<file path="src/rtl/control_pkg.sv">
// Shared control-unit definitions: microinstruction field positions,
// next-state select and condition select encodings, default vectors.
package control_pkg;

  localparam int CW_N_MSB     = 57;
  localparam int CW_N_LSB     = 55;
  localparam int CW_INV_BIT   = 54;
  localparam int CW_MI_BIT    = 53;
  localparam int CW_S_MSB     = 52;
  localparam int CW_S_LSB     = 50;
  localparam int CW_CRHI_MSB  = 49;
  localparam int CW_CRHI_LSB  = 42;
  localparam int CW_CRLO_MSB  = 41;
  localparam int CW_CRLO_LSB  = 34;

  typedef enum logic [2:0] {
    NS_ENC  = 3'b000,
    NS_CRHI = 3'b001,
    NS_INC  = 3'b010,
    NS_CBR  = 3'b011,
    NS_C2   = 3'b100,
    NS_CENC = 3'b101,
    NS_WAIT = 3'b110,
    NS_HOLD = 3'b111
  } nsel_e;

  typedef enum logic [2:0] {
    S_MOC   = 3'b000,
    S_CPASS = 3'b001,
    S_Z     = 3'b010,
    S_N     = 3'b011,
    S_C     = 3'b100,
    S_V     = 3'b101,
    S_LSM   = 3'b110,
    S_ONE   = 3'b111
  } csel_e;

  localparam logic [7:0] DEF_RESET_STATE = 8'd0;
  localparam logic [7:0] DEF_IRQ_STATE   = 8'd44;

endpackage

</file>
<file path="src/rtl/cond_select.sv">
// Microbranch condition: 8:1 select of status inputs, optionally inverted.
module cond_select
  import control_pkg::*;
(
  input  csel_e sel,
  input  logic  inv,
  input  logic  moc,
  input  logic  cond_pass,
  input  logic  flag_n,
  input  logic  flag_z,
  input  logic  flag_c,
  input  logic  flag_v,
  input  logic  lsm_done,
  output logic  cond
);

  logic raw;

  // NOTE: every always_comb output gets a default first so no path can infer a latch.
  always_comb begin
    raw = 1'b1;
    case (sel)
      S_MOC:   raw = moc;
      S_CPASS: raw = cond_pass;
      S_Z:     raw = flag_z;
      S_N:     raw = flag_n;
      S_C:     raw = flag_c;
      S_V:     raw = flag_v;
      S_LSM:   raw = lsm_done;
      S_ONE:   raw = 1'b1;
    endcase
  end

  assign cond = raw ^ inv;

endmodule

</file>
<file path="src/rtl/microsequencer.sv">
// Control-ROM next-state engine: next-address select, memory-wait
// watchdog, interrupt override and the registered ROM address.
module microsequencer
  import control_pkg::*;
#(
  parameter logic [7:0] RESET_STATE = DEF_RESET_STATE,
  parameter logic [7:0] IRQ_STATE   = DEF_IRQ_STATE,
  parameter int         WAIT_LIMIT  = 16
) (
  input  logic        CLK,
  input  logic        CLR,
  input  logic [63:0] cw,
  input  logic [7:0]  enc_addr,
  input  logic        moc,
  input  logic        cond_pass,
  input  logic        flag_n,
  input  logic        flag_z,
  input  logic        flag_c,
  input  logic        flag_v,
  input  logic        lsm_done,
  input  logic        irq_req,
  output logic [7:0]  state,
  output logic        cond,
  output logic        timeout
);

  localparam logic [7:0] WAIT_LAST = 8'(WAIT_LIMIT - 1);

  nsel_e      n_sel;
  csel_e      c_sel;
  logic       inv, mi;
  logic [7:0] cr_hi, cr_lo, incr;
  logic [7:0] nx, sel_nx;
  logic [7:0] wait_cnt, wait_cnt_nx;
  logic       is_wait, wd_fire, irq_take;

  // Bits outside the sequencing fields belong to the datapath.
  logic unused_cw;
  assign unused_cw = ^{cw[63:58], cw[33:0]};

  assign n_sel = nsel_e'(cw[CW_N_MSB:CW_N_LSB]);
  assign c_sel = csel_e'(cw[CW_S_MSB:CW_S_LSB]);
  assign inv   = cw[CW_INV_BIT];
  assign mi    = cw[CW_MI_BIT];
  assign cr_hi = cw[CW_CRHI_MSB:CW_CRHI_LSB];
  assign cr_lo = cw[CW_CRLO_MSB:CW_CRLO_LSB];
  assign incr  = state + 8'd1;

  cond_select u_cond (
    .sel       (c_sel),
    .inv       (inv),
    .moc       (moc),
    .cond_pass (cond_pass),
    .flag_n    (flag_n),
    .flag_z    (flag_z),
    .flag_c    (flag_c),
    .flag_v    (flag_v),
    .lsm_done  (lsm_done),
    .cond      (cond)
  );

  always_comb begin
    sel_nx = enc_addr;
    case (n_sel)
      NS_ENC:  sel_nx = enc_addr;
      NS_CRHI: sel_nx = cr_hi;
      NS_INC:  sel_nx = incr;
      NS_CBR:  sel_nx = cond ? cr_hi : incr;
      NS_C2:   sel_nx = cond ? cr_hi : cr_lo;
      NS_CENC: sel_nx = cond ? cr_hi : enc_addr;
      NS_WAIT: sel_nx = cond ? state : incr;
      NS_HOLD: sel_nx = state;
    endcase
  end

  assign is_wait  = (n_sel == NS_WAIT) && cond;
  assign wd_fire  = is_wait && (wait_cnt == WAIT_LAST);
  assign irq_take = mi && irq_req;

  // Watchdog expiry outranks the interrupt; both abandon the wait count.
  always_comb begin
    nx          = sel_nx;
    wait_cnt_nx = is_wait ? wait_cnt + 8'd1 : 8'd0;
    if (wd_fire) begin
      nx          = cr_lo;
      wait_cnt_nx = 8'd0;
    end else if (irq_take) begin
      nx          = IRQ_STATE;
      wait_cnt_nx = 8'd0;
    end
  end

  // NOTE: registers use non-blocking assignments so every flop samples pre-edge values.
  always_ff @(posedge CLK or posedge CLR) begin
    if (CLR) begin
      state    <= RESET_STATE;
      wait_cnt <= 8'd0;
      timeout  <= 1'b0;
    end else begin
      state    <= nx;
      wait_cnt <= wait_cnt_nx;
      timeout  <= wd_fire;
    end
  end

endmodule

</file>
<file path="config.mk">
export PLATFORM = sky130hd
export DESIGN_NAME = microsequencer
export DESIGN_NICKNAME = d
export VERILOG_FILES = /design/src/rtl/control_pkg.sv /design/src/rtl/cond_select.sv /design/src/rtl/microsequencer.sv
export SDC_FILE = /design/constraint.sdc
export NUM_CORES = 1
export LEC_CHECK = 0
export CAP_MARGIN = 10
export CORE_AREA = 5 5 109 80
export CTS_BUF_LIST = sky130_fd_sc_hd__clkbuf_4
export CTS_CLUSTER_DIAMETER = 200
export DETAILED_ROUTE_END_ITERATION = 10
export DIE_AREA = 0 0 114 85
export GPL_TIMING_DRIVEN = 0
export SLEW_MARGIN = 25
export SYNTH_ARGS = -nofsm -noshare
export SYNTH_HDL_FRONTEND = slang
export SYNTH_SLANG_ARGS = --single-unit
</file>
<file path="constraint.sdc">
create_clock -name CLK -period 2.35 [get_ports CLK]
set_input_delay 0.5875 -clock CLK [delete_from_list [all_inputs] [get_ports CLK]]
set_output_delay 0.5875 -clock CLK [all_outputs]
set_load 0.02 [all_outputs]
</file>
==> summary.txt <==
Status
  • Run status: finished, final reports clean

Timing
  • Actual slew at the worst max-slew pin: around 0.76 ns
  • Min Tclk post-route: ~2.3 ns
  • Max-slew violation count: 0
  • Tcrit/Tclk final: a little over nine tenths
  • RSZ-0062 raised after global routing: false
  • Final Hold Fails: 0
  • Hold WS: 0.455 ns
  • Max_slew headroom: 49.5%
  • Setup TNS: 0 ns
  • Fmax: about 0.44 GHz
  • Final Setup Violations: 0
  • Setup slack after layout: around 0.057 ns
  • Layout Skew: approximately 0.0024 ns

Global routing
  • GRT overflow: 0
  • Number of global-route vias before repair: around 2300
  • Largest net degree at the start of global routing: 18
  • Total track usage: roughly 14%
  • First-pass GRT wire length: ~11000 µm
  • Initial antenna violation count: 0

Layout
  • Finished Layout Cells: between 400 and 500
  • Number of fill cells: 790
  • Final Core Density: roughly 36%
  • Area Growth Syn to Fin: 43.2%
  • Fin area: roughly 0.0027 mm²
  • Layout cells sized above 1: a little under a fifth
  • ANT cells: 0
  • FF+latch area: between 400 and 500 µm²
  • Commonest non-fill, non-tap cell in the layout: clkdlybuf4s50_1
  • Multi-input gate area: 0.00148 mm²
  • Most frequent cells in the layout: clkdlybuf4s50_1, nor2_1, nand3_1
  • Final net count: between 300 and 400

Clock network
  • CTS Sinks: 17
  • Worst skew pair latency: roughly 0.29 ns
  • CTS root buffer: clkbuf_4
  • Cts bufs inserted: 3
  • CTS H-Tree Depth: 1
  • Max Buffers Root-to-Sink: 2
  • Clock Pin Slew Worst Setup and Hold Paths: about 0.090 ns
  • CTS tree: yes

Synth
  • Most common flop cell mapped by yosys: dfrtp_1
  • Post-Syn Area: roughly 0.0019 mm²
  • Yosys reg bits: 17
  • Adder-cell share of the synthesized area: about 1.3%
  • Post-synthesis mux area share: around 6%
  • Post-synth EDFFs: 0
  • Post-Synth Simple-Gate Area: 30.7%
  • Compound-Gate Fraction of Synth Area: between 30% and 40%
  • Asr flop ratio synth: between 90% and 100%
  • Register area share after synthesis: ~22%
  • Synth Area in XOR/XNOR: roughly 4.6%
  • Net Count, Synth: between 300 and 400
  • Synth Instances: 239
  • Avg Inst Size Synth: between 7 and 8 µm²
  • Synth warn: 0
  • Main combinational cell family by area after synthesis: compound AO/OA/AOI/OAI gates
  • Synth cell types: about 70

Floorplanning
  • Die extent in y: about 85 µm
  • IO Pins: approximately 90
  • Row cnt: 27
  • Die ar.: between 0.009 and 0.01 mm²
  • Core box area: around 0.0076 mm²
  • Starting Density: 25.2%
  • Die width: 114 µm

Routing
  • Pre-Repair DR Iteration Count: 5
  • Iter 0 DRT Violations: roughly 250
  • Drt total wl: approximately 7100 µm
  • DR vias: around 2300
  • Number of nets still failing antenna checks after routing: 0
  • Drc violations: 0
  • Wire length per cell: between 15 and 20 µm
  • Vias per cell: ~5.6

Worst setup path
  • R2R Path Start: wait_cnt[4]
  • FF-to-FF path depth: 6
  • Worst-path cell chain: dlygate4sd2_1 > mux2_4 > o22a_4 > nand3_4 > nand2_4 > inv_8 > buf_6
  • Startpoint types: input pin
  • Setup crit start: cond_pass
  • CP Capture Type: primary output
  • Crit Path Class: in2out
  • Worst EP required: approximately 1.8 ns
  • CP peak stage delay: around 0.29 ns
  • CP max FO: 3
  • Critical Path AT: between 1.5 and 2 ns
  • CP max-delay cell: mux2_4

Placed design
  • HPWL after detailed placement: 5550 µm
  • Setup WS pre-CTS: -1.23 ns
  • Cells after DPL: around 400
  • GPL Wtd Cong: approximately 0.87
  • Buffers on Ports: 49
  • Post-DP Area: 0.00253 mm²

Worst hold path
  • Hold_sp: wait_cnt[0]
  • Worst min path class: reg2reg
  • Hold Path Stages: 1

Power and ir drop
  • Overall power: between 1 and 1.5 mW
  • Cell area power density: between 400 and 500 mW/mm²
  • P_leak: around 1.1 nW
  • Peak supply drop: roughly 0.22 mV

Run
  • Max cap viols: 0
cell families after synthesis:
logic type	after synthesis
AOI/OAI and AO/OA	77
adders and majority gates	2
xor gates and xnor gates	10
and+or+nand+nor	105
buffers and inverters	18
DFF	17
muxes	10
registers in the layout, indices dropped and copies added, names as in the netlist:
register	flops
wait_cnt	8
timeout	1
state	8
routing by layer:
metal,part of all wire (%),global-route usage (%),vias to the layer above
li1,-,-,1049
met1,45,21.3,1080
met2,42,21.1,138
met3,12,4.06,12
met4,0.87,1.83,0
met5,0,0,-
cell type report:
cell class / instances / area share, %
plain buffers: 9 / 1.74
repair buffers: 62 / 21.6
clock buffers: 4 / 1.10
well taps: 101 / 4.62
inverters: 9 / 1.51
multi-input cells: 204 / 53.9
flip-flops and latches: 17 / 15.5
synthesized netlist by cell type (5+ instances only):
library cell,instances,area [µm²]
dfrtp_1,17,425
nand3_1,20,100
mux2i_1,5,50.1
o21ai_0,14,70.1
a21oi_1,10,50.1
inv_1,8,30.0
xnor2_1,6,52.6
nor3_1,11,55.1
a31oi_1,6,37.5
buf_2,5,25.0
nand2b_1,6,37.5
nor2_1,30,113
nand2_1,13,48.8
where the power goes:
part	internal (mW)	switching (mW)
combinational	0.278	0.315
clock	0.0775	0.0886
sequential	0.321	0.0577
total	0.677	0.461
repair_timing:
| item | 4_1_cts | 5_1_grt |
|---|---|---|
| cloned | 0 | 0 |
| buffers inserted | 12 | 1 |
| pin swaps | 7 | 5 |
| hold buffers | 0 | 0 |
| setup endpoints to repair | 17 | 9 |
| gates resized for setup | 27 | 16 |
critical path: cells and delay by family:
kind	cells	cell delay (ns)
buffers and inverters	3	0.39
AND/OR/NAND/NOR	2	0.18
multiplexers	1	0.29
AO/OA/AOI/OAI	1	0.25
path summary, 6_finish.rpt:
| check | endpoint | slack (ns) |
|---|---|---|
| min | wait_cnt[0] | 0.46 |
| min in group asynchronous | timeout | 0.68 |
| max | cond | 0.06 |
| max in group asynchronous | wait_cnt[3] | 1.26 |
| min reg2reg | wait_cnt[0] | 0.46 |
| max reg2reg | state[3] | 0.30 |
Note: power is estimated with default switching activity, not from simulation.
